`src/rtl/piso_serializer_pkg.sv`:
```
// Shared definitions for the parallel-in/serial-out serializer.
// Provides the two-state FSM encoding and a constant clog2 helper
// used to size the bit counter.
package piso_serializer_pkg;

    typedef enum logic {
        ST_IDLE  = 1'b0,
        ST_SHIFT = 1'b1
    } state_e;

    // Number of bits needed to hold values 0..n-1 (n >= 2).
    function automatic int clog2(input int n);
        int r;
        int v;
        r = 0;
        v = n - 1;
        while (v > 0) begin
            r = r + 1;
            v = v >> 1;
        end
        return r;
    endfunction

endpackage

```
`src/rtl/piso_serializer.sv`:
```
// Parallel-in/serial-out serializer feeding a serial sequence detector.
// Ports: clk/reset (sync, active-high); load_valid/load_ready/load_data
// word handshake; ser_out/ser_valid serial bit stream; frame_start and
// frame_done flag the first and last bit of each frame on ser_out.
// Latency: first bit on ser_out one clk after accept; back-to-back words
// are gapless because load_ready also rises during the last bit cycle.
module piso_serializer
    import piso_serializer_pkg::*;
#(
    parameter int WIDTH      = 8,
    parameter bit MSB_FIRST  = 1'b1,
    parameter bit IDLE_LEVEL = 1'b0
) (
    input  logic             clk,
    input  logic             reset,
    input  logic             load_valid,
    output logic             load_ready,
    input  logic [WIDTH-1:0] load_data,
    output logic             ser_out,
    output logic             ser_valid,
    output logic             frame_start,
    output logic             frame_done
);

    localparam int CW = clog2(WIDTH);
    localparam logic [CW-1:0] LAST_IDX = CW'(WIDTH - 1);
    localparam logic [CW-1:0] PENULT_IDX = CW'(WIDTH - 2);

    state_e           state_q, state_d;
    logic [CW-1:0]    bit_cnt_q, bit_cnt_d;
    logic [WIDTH-1:0] shreg_q, shreg_d;
    logic             ser_out_q, ser_out_d;
    logic             ser_valid_q, ser_valid_d;
    logic             frame_start_q, frame_start_d;
    logic             frame_done_q, frame_done_d;
    logic             accept;

    // Ready during the last bit so the next word follows with no gap.
    assign load_ready = (state_q == ST_IDLE) ||
                        ((state_q == ST_SHIFT) && (bit_cnt_q == LAST_IDX));
    assign accept     = load_valid && load_ready;

    always_comb begin
        state_d       = state_q;
        bit_cnt_d     = bit_cnt_q;
        shreg_d       = shreg_q;
        ser_out_d     = ser_out_q;
        ser_valid_d   = ser_valid_q;
        frame_start_d = 1'b0;
        frame_done_d  = 1'b0;

        if (accept) begin
            state_d       = ST_SHIFT;
            bit_cnt_d     = '0;
            shreg_d       = load_data;
            ser_out_d     = MSB_FIRST ? load_data[WIDTH-1] : load_data[0];
            ser_valid_d   = 1'b1;
            frame_start_d = 1'b1;
        end else if ((state_q == ST_SHIFT) && (bit_cnt_q != LAST_IDX)) begin
            // shreg_q keeps the bit currently on ser_out at its output end,
            // so the next bit is always its neighbour.
            state_d      = ST_SHIFT;
            bit_cnt_d    = bit_cnt_q + 1'b1;
            shreg_d      = MSB_FIRST ? (shreg_q << 1) : (shreg_q >> 1);
            ser_out_d    = MSB_FIRST ? shreg_q[WIDTH-2] : shreg_q[1];
            ser_valid_d  = 1'b1;
            frame_done_d = (bit_cnt_q == PENULT_IDX);
        end else begin
            state_d     = ST_IDLE;
            bit_cnt_d   = '0;
            ser_out_d   = IDLE_LEVEL;
            ser_valid_d = 1'b0;
        end
    end

    always_ff @(posedge clk) begin
        if (reset) begin
            state_q       <= ST_IDLE;
            bit_cnt_q     <= '0;
            shreg_q       <= '0;
            ser_out_q     <= IDLE_LEVEL;
            ser_valid_q   <= 1'b0;
            frame_start_q <= 1'b0;
            frame_done_q  <= 1'b0;
        end else begin
            state_q       <= state_d;
            bit_cnt_q     <= bit_cnt_d;
            shreg_q       <= shreg_d;
            ser_out_q     <= ser_out_d;
            ser_valid_q   <= ser_valid_d;
            frame_start_q <= frame_start_d;
            frame_done_q  <= frame_done_d;
        end
    end

    assign ser_out     = ser_out_q;
    assign ser_valid   = ser_valid_q;
    assign frame_start = frame_start_q;
    assign frame_done  = frame_done_q;

endmodule

```
`config.mk`:
```
export PLATFORM = sky130hd
export DESIGN_NAME = piso_serializer
export DESIGN_NICKNAME = d
export VERILOG_FILES = /design/src/rtl/piso_serializer_pkg.sv /design/src/rtl/piso_serializer.sv
export SDC_FILE = /design/constraint.sdc
export NUM_CORES = 1
export LEC_CHECK = 0
export CAP_MARGIN = 20
export CORE_MARGIN = 10
export CORE_UTILIZATION = 35
export DETAILED_ROUTE_END_ITERATION = 16
export GPL_ROUTABILITY_DRIVEN = 0
export PLACE_DENSITY_LB_ADDON = 0.05
export SLEW_MARGIN = 40
export SYNTH_ARGS = -nofsm -noshare
export SYNTH_HDL_FRONTEND = slang
export SYNTH_SLANG_ARGS = --single-unit
```
`constraint.sdc`:
```
create_clock -name clk -period 1.3 [get_ports clk]
set_input_delay 0.26 -clock clk [delete_from_list [all_inputs] [get_ports clk]]
set_output_delay 0.26 -clock clk [all_outputs]
set_load 0.02 [all_outputs]
```
# Word level (Yosys, flattened, before mapping)

Cells that the tools add are included.

Register bits after elaboration: 14
Input bits: 11
Output and inout bits: 5
Word-level logic and storage cells: 25

Add/subtract/negate cells: 1
Eq/ne operators: 3
Multiplexer cells: 7
Bitwise gates (word level): 2
Reduce and logical (&&, ||, !) cells: 6

Operators with widths:

| kind                                         | number |
|---|---|
| two-way mux 7 bit                            | 2 |
| == test 3 bit, second input constant         | 2 |
| two-way mux 1 bit                            | 5 |
| adder 3 x 1 -> 3 bit, second input constant  | 1 |
| logical AND 1 bit                            | 3 |
| inequality test 3 bit, second input constant | 1 |
| OR reduction 3 bit                           | 1 |
| NOT 1 bit                                    | 2 |
| nonzero test 2 bit                           | 1 |
| logical OR 1 bit                             | 1 |

# Depth between registers and ports, before layout

Gate-level depths: netlist of the first run.

Depth after elaboration: 5
Depth in mapped cells: 6
Depth with buffers taken out: 6

# Worst setup path before layout of the first run

OpenSTA, ideal clock, no wires.

Kind: register to output
Start point: reg bit_cnt_q[0]
End point: out load_ready
Arrival: 1080 ps
Data required time: 1040 ps
Path slack: -40 ps
Cell stages (with the launch flop): 6
Buffers on the path: 1
Cells stage by stage: dfxtp_1 -> ha_1 -> ha_1 -> nor2b_4 -> inv_4 -> buf_6

Longest elaborated chain between the ends: 3

Ends and longest elaborated chain:

| element                | RTL line              | source |
|---|---|---|
| start, declared        | piso_serializer.sv:30 | `logic [CW-1:0] bit_cnt_q, bit_cnt_d;` |
| start signal, assigned | piso_serializer.sv:87 | `bit_cnt_q <= bit_cnt_d;` |
| == test 3 bit          | piso_serializer.sv:40 | `((state_q == ST_SHIFT) && (bit_cnt_q == LAST_IDX));` |
| logical AND 1 bit      | piso_serializer.sv:40 |  |
| logical OR 1 bit       | piso_serializer.sv:39 | `assign load_ready = (state_q == ST_IDLE) \|\|` |
| end, declared          | piso_serializer.sv:17 | `output logic load_ready,` |

Every way passes these cells.

# Worst setup path in the final report of the first run

Start point: reg bit_cnt_q[1]
End point: out load_ready

Same word-level chain as after synthesis.

==> metrics.txt, run 1 <==
grt ovf=0; Die ar.=0.00378 mm^2; Die Wd=61.5 um; CP Data Arrival Time=1.22 ns; DR iter-0 viols=2; met1 GRT Util=a little under a tenth; outcome=finished, violations left; R2R cell count=7; final cycle utilization of the critical path=114%; minimum clock period=1.48 ns; critical path startpoint=bit_cnt_q[1]; Worst VDD drop=0.557 mV; total core area=0.00156 mm^2; async set-reset flop share out of synthesis=0%; worst slew pin tran=0.254 ns; layout cells sized above 1=46.8%; GR Layer Usage met3=3.91%; Worst Setup End Kind=primary output; syn_nets=68; top_reg_cell synth=dfxtp_1; pre-CTS WS=-0.330 ns; Mapped Area=602 um^2; Util after Layout=57.6%; count of cell types in the netlist=18; Clk pin slew, worst setup/hold paths=0.08 ns; pwr/cell area=984 mW/mm^2; HP Class=flip-flop to flip-flop; chip height=61.5 um; Fin Hold WS=between 0.4 and 0.5 ns; Setup Crit Path Kind=flip-flop to primary output; Crit Path Max Fanout=2; Skew-Pair Late Insertion Delay=0.27 ns; CP Capture Point=load_ready; largest net degree at the start of global routing=18; CTS buffer count=3; Post-synth EDFFs=0; CTS tree=built; Worst R2R Start=bit_cnt_q[1]; Startpoint Class=flip-flop; Pre-antenna DRT Iters=3; initial core utilization=38.6%; violated checks=negative setup slack; Reg2Reg Setup Slack=-0.02 ns; most used routing layer=met2; Warnings, synthesis=0; Static Leakage=around 0.37 nW; Vias/cell=4.89; Syn Area/Cell=11.1 um^2; maximum buffer depth of the clock tree=2; Routed wire per std cell=13.0 um; Antenna Nets Post-Route=0; DP HPWL=909 um; max_slew headroom=83.1%; area delta synth->final=49.3%; Seq cells post-synth=14; FMAX=674 MHz; Port Buffer Count=15; Final Power=884 uW; total wire length=roughly 1200 um; RSZ-0062 raised after global routing=true; count leader, synth=dfxtp_1; setup violators final=8; fin. max-slew vios=0; Max Cap Viol=0; sequential share of the synthesized area=between 40% and 50%; Yosys top cell area share=46.6%; H-Tree Depth=1; final worst slack=-0.183 ns; Clock Skew=about 0.0022 ns; n_diodes=0; worst endpoint required time=1.04 ns; top cells by area, synth=dfxtp_1, mux2i_1, a211oi_2, ha_1, nor2_1; most frequent cells after synthesis=dfxtp_1, nor2_1, mux2i_1; quantity of hold-fixing buffers added after cts=0; first-pass GRT wire length=slightly above 2000 um; final hold violations=0; Root Driver=clkbuf_4; # DRC=0; total number of vias=465; vias in the first global route=445; Critical R2R Capture=shreg_q[5]; Nets=95; cell count after synthesis=54; Yosys top cell by area=dfxtp_1; # rows=14; number of I/O pins=16; GRT met2 Usage=10.1%; total track usage=around 7.2%; antenna violations before repair=0; clock sinks=14
-- state kept, by name, indices dropped and copies added, names as in the netlist --
signal	flops
bit_cnt_q	3
frame_done	1
frame_start	1
ser_out	1
ser_valid	1
shreg_q	7
-- metrics by stage --
stage               cell area [um^2]  TNS (ns)  instances
detailed placement               810    -0.664         90
global route                     898     -1.04         95
floorplan                        611         0         54
finish                           898    -0.322         95
CTS                              878    -0.340         94
global placement                 810    -0.524         90
-- critical path, cell delays in order (launching register included) --
cell and delay (ns):
dfxtp_2 0.34, ha_4 0.16, ha_4 0.15, nor2b_4 0.13, inv_4 0.04, buf_6 0.12
-- routing by layer --
metal  wire (um)  vias to the layer above  part of all wire (%)
li1            -                      237                     -
met1         576                      212                    47
met2         497                       14                    40
met3         140                        2                    11
met4          21                        0                   1.7
met5           0                        -                     0
-- timing repair --
action                                  4_1_cts  5_1_grt
endpoints found under the setup margin       12       12
setup buffers                                 1        1
resized for setup                            22        3
pin swaps                                     0        2
endpoints found under the hold margin         0        0
-- logic make-up after synthesis --
kind of cell | Yosys count | share of synthesized area (%)
adders and majority gates | 3 | 6.24
DFF | 14 | 46.6
muxes | 7 | 11.6
buffers and inverters | 5 | 6.24
and+or+nand+nor | 18 | 16.8
AOI/OAI and AO/OA | 7 | 12.5
-- where the power goes --
group | leakage, nW | switching [mW] | internal (mW)
logic | 0.243 | 0.0802 | 0.0972
registers | 0.116 | 0.0151 | 0.455
clock network | 0.0138 | 0.130 | 0.107
-- worst min path at each step --
stage | slack [ns] | depth (start not counted) | to | start
after floorplan | 0.33 | 1 | frame_done | reset
after global routing | 0.50 | 2 | ser_out | shreg_q[6]
after detailed placement | 0.46 | 2 | frame_done | bit_cnt_q[2]
after CTS | 0.47 | 2 | ser_out | shreg_q[6]
after global placement | 0.44 | 2 | ser_out | shreg_q[6]
final | 0.47 | 2 | ser_out | shreg_q[6]
-- area by class of cell --
cell class	instances	area, um^2
repair buffers	25	224
clock buffers	3	22.5
flip-flops and latches	14	283
multi-input cells	35	339
fillers	147	661
well taps	16	20.0
inverters	2	10.0
-- layout by cell type, fill, tap and decap left out, types with 3 or more instances in the layout --
cell             count
dfxtp_1             12
nor2_2               6
buf_4               10
mux2i_1              7
clkbuf_4             3
clkdlybuf4s50_1     10
dlygate4sd2_1        3
nor3_2               3
a211oi_2             6
Note: power is estimated with default switching activity, not from simulation.
==> run 2: changes to the inputs <==
--- a/config.mk
+++ b/config.mk
@@ -6,6 +6,7 @@
 export NUM_CORES = 1
 export LEC_CHECK = 0
 export CAP_MARGIN = 20
+export CORE_ASPECT_RATIO = 0.8
 export CORE_MARGIN = 10
 export CORE_UTILIZATION = 35
 export DETAILED_ROUTE_END_ITERATION = 16
==> constraint.sdc (replaced) <==
create_clock -name clk -period 1.8 [get_ports clk]
set_input_delay 0.36 -clock clk [delete_from_list [all_inputs] [get_ports clk]]
set_output_delay 0.36 -clock clk [all_outputs]
set_load 0.02 [all_outputs]
==> run 2 against run 1 <==
Design area shrank 7.8%. The flow now finishes without violations. First-iteration DRC count grew to 3.5 times the previous value. Clock power shrank 5%. Register-to-register slack gained 0.41 ns. Critical path depth is the same.
==> metrics.txt, run 2 (synthesized netlist as in run 1, its figures left out) <==
total wire length=1160 um (-6.1%); Antenna Nets Post-Route=0 (unchanged); Largest regs=shreg_q x7, bit_cnt_q x3; Max Cap Viol=0 (unchanged); setup_tns=0 ns (+0.322 ns); most frequent cells in the layout=dfxtp_1, clkdlybuf4s50_1, nor2_1; max reg flops=7 (unchanged); Clock Skew=0.00158 ns (-0.000589 ns); worst endpoint required time=1.44 ns (+0.40 ns); total track usage=6.92% (-0.32 points); H-Tree Depth=1 (unchanged); Worst Setup End Kind=primary output; area delta synth->final=37.6%; DR iter-0 viols=7 (+5); FMAX=between 500 and 600 MHz; Vias/cell=4.52 (-7.6%); largest net degree at the start of global routing=18 (unchanged); final hold violations=0 (unchanged); maximum buffer depth of the clock tree=2 (unchanged); critical path startpoint=bit_cnt_q[0]; Biggest register=shreg_q; antenna violations before repair=0 (unchanged); Clk pin slew, worst setup/hold paths=0.08 ns (about the same); # DRC=0 (unchanged); Setup Crit Path Kind=flip-flop to primary output; Pre-antenna DRT Iters=4 (+1); Startpoint Class=flip-flop; layout cells sized above 1=26.3% (-21 points); RSZ-0062 raised after global routing=false; DP HPWL=842 um (-7.3%); fin. max-slew vios=0 (unchanged); quantity of hold-fixing buffers added after cts=0 (unchanged); HP Class=flip-flop to flip-flop; most used routing layer=met2; CP Data Arrival Time=1.32 ns (+0.10 ns); grt ovf=0 (unchanged); number of I/O pins=16 (unchanged); Routed wire per std cell=11.8 um (-9.0%); max_slew headroom=85.1% (+2.0 points); met1 GRT Util=8.17% (-0.92 points); initial core utilization=37.0% (-1.6 points); # rows=13 (-1); GR Layer Usage met3=3.70% (-0.21 points); Port Buffer Count=15 (unchanged); GRT met2 Usage=9.82% (-0.24 points); minimum clock period=1.68 ns; Worst R2R Start=bit_cnt_q[0]; Root Driver=clkbuf_4; Die Wd=66.4 um (+8.0%); Nets=91 (-4.2%); Hold Crit Start=shreg_q[6]; chip height=57.1 um (-7.1%); total number of vias=443 (-4.7%); Util after Layout=50.9% (-6.7 points); Crit Path Max Fanout=2 (unchanged); pwr/cell area=813 mW/mm^2 (-17%); Static Leakage=0.347 nW (-7.1%); total core area=0.00163 mm^2 (+4.3%); worst slew pin tran=0.223 ns (-0.0307 ns); vias in the first global route=462 (+3.8%); CTS buffer count=3 (unchanged); clock sinks=14 (unchanged); Worst VDD drop=0.313 mV (-44%); n_diodes=0 (unchanged); outcome=completed; final cycle utilization of the critical path=93.2%; first-pass GRT wire length=2060 um (-0.96%); setup violators final=0 (-8); FILL cells=158 (+7.5%); CTS tree=built; Die ar.=0.00379 mm^2 (+0.28%); Skew-Pair Late Insertion Delay=0.27 ns (about the same)
## run 2: cell count changes in the layout (fill, tap and decap cells not counted), sizes merged
cell / delta
dlygate4sd2: -3
clkbuf: +1
clkdlybuf4s50: +4
clkdlybuf4s15: -1
buf: -4
## run 2: final cells by class
cell class,instances,area [um^2],share of cell area [%]
tap,22,27.5,3.32
clock buffer,4,36.3,4.38
inverter,2,10.0,1.21
timing repair buffer,21,190,23.0
sequential,14,280,33.8
multi-input combinational,35,284,34.3
## run 2: report_power, final
part           switching, mW  total [mW]  internal (mW)
Sequential           0.00797       0.336          0.328
Combinational         0.0519       0.113         0.0611
Clock                  0.101       0.224          0.123
Total                  0.161       0.673          0.512
## run 2: final timing paths
path	to	slack (ns)	depth (start not counted)
worst max-delay path	load_ready	0.12	5
worst min-delay path	ser_out	0.46	2
worst min register to register	ser_out	0.46	2
worst max register to register	shreg_q[1]	0.39	7
## run 2: critical path, stage by stage (launching register included)
cell and delay (ns):
dfxtp_1 0.32, ha_1 0.19, ha_1 0.21, nor2b_4 0.14, inv_4 0.03, buf_2 0.15
## run 2: metrics by stage
| step | instance area (um^2) | std cells | hold slack (ns) | total power, mW | setup WS [ns] |
|---|---|---|---|---|---|
| after floorplan | 602 | 54 | 0.429 | 0.409 | 0.360 |
| after global placement | 790 | 93 | 0.446 | 0.457 | 0.0424 |
| after detailed placement | 790 | 93 | 0.449 | 0.457 | 0.0346 |
| after CTS | 827 | 97 | 0.461 | 0.682 | 0.00793 |
| after global routing | 828 | 98 | 0.495 | 0.720 | 0.0429 |
| final | 828 | 98 | 0.457 | 0.673 | 0.122 |
## run 2: routing by layer
metal	share of wire, %	vias to the layer above
met2	40	11
met4	1.0	0
met3	8.4	2
li1	-	230
met5	0	-
met1	50	200
## run 2: repair_timing
item,CTS,global route
gates resized for setup,3,1
setup endpoints to repair,1,1
setup buffers,0,1
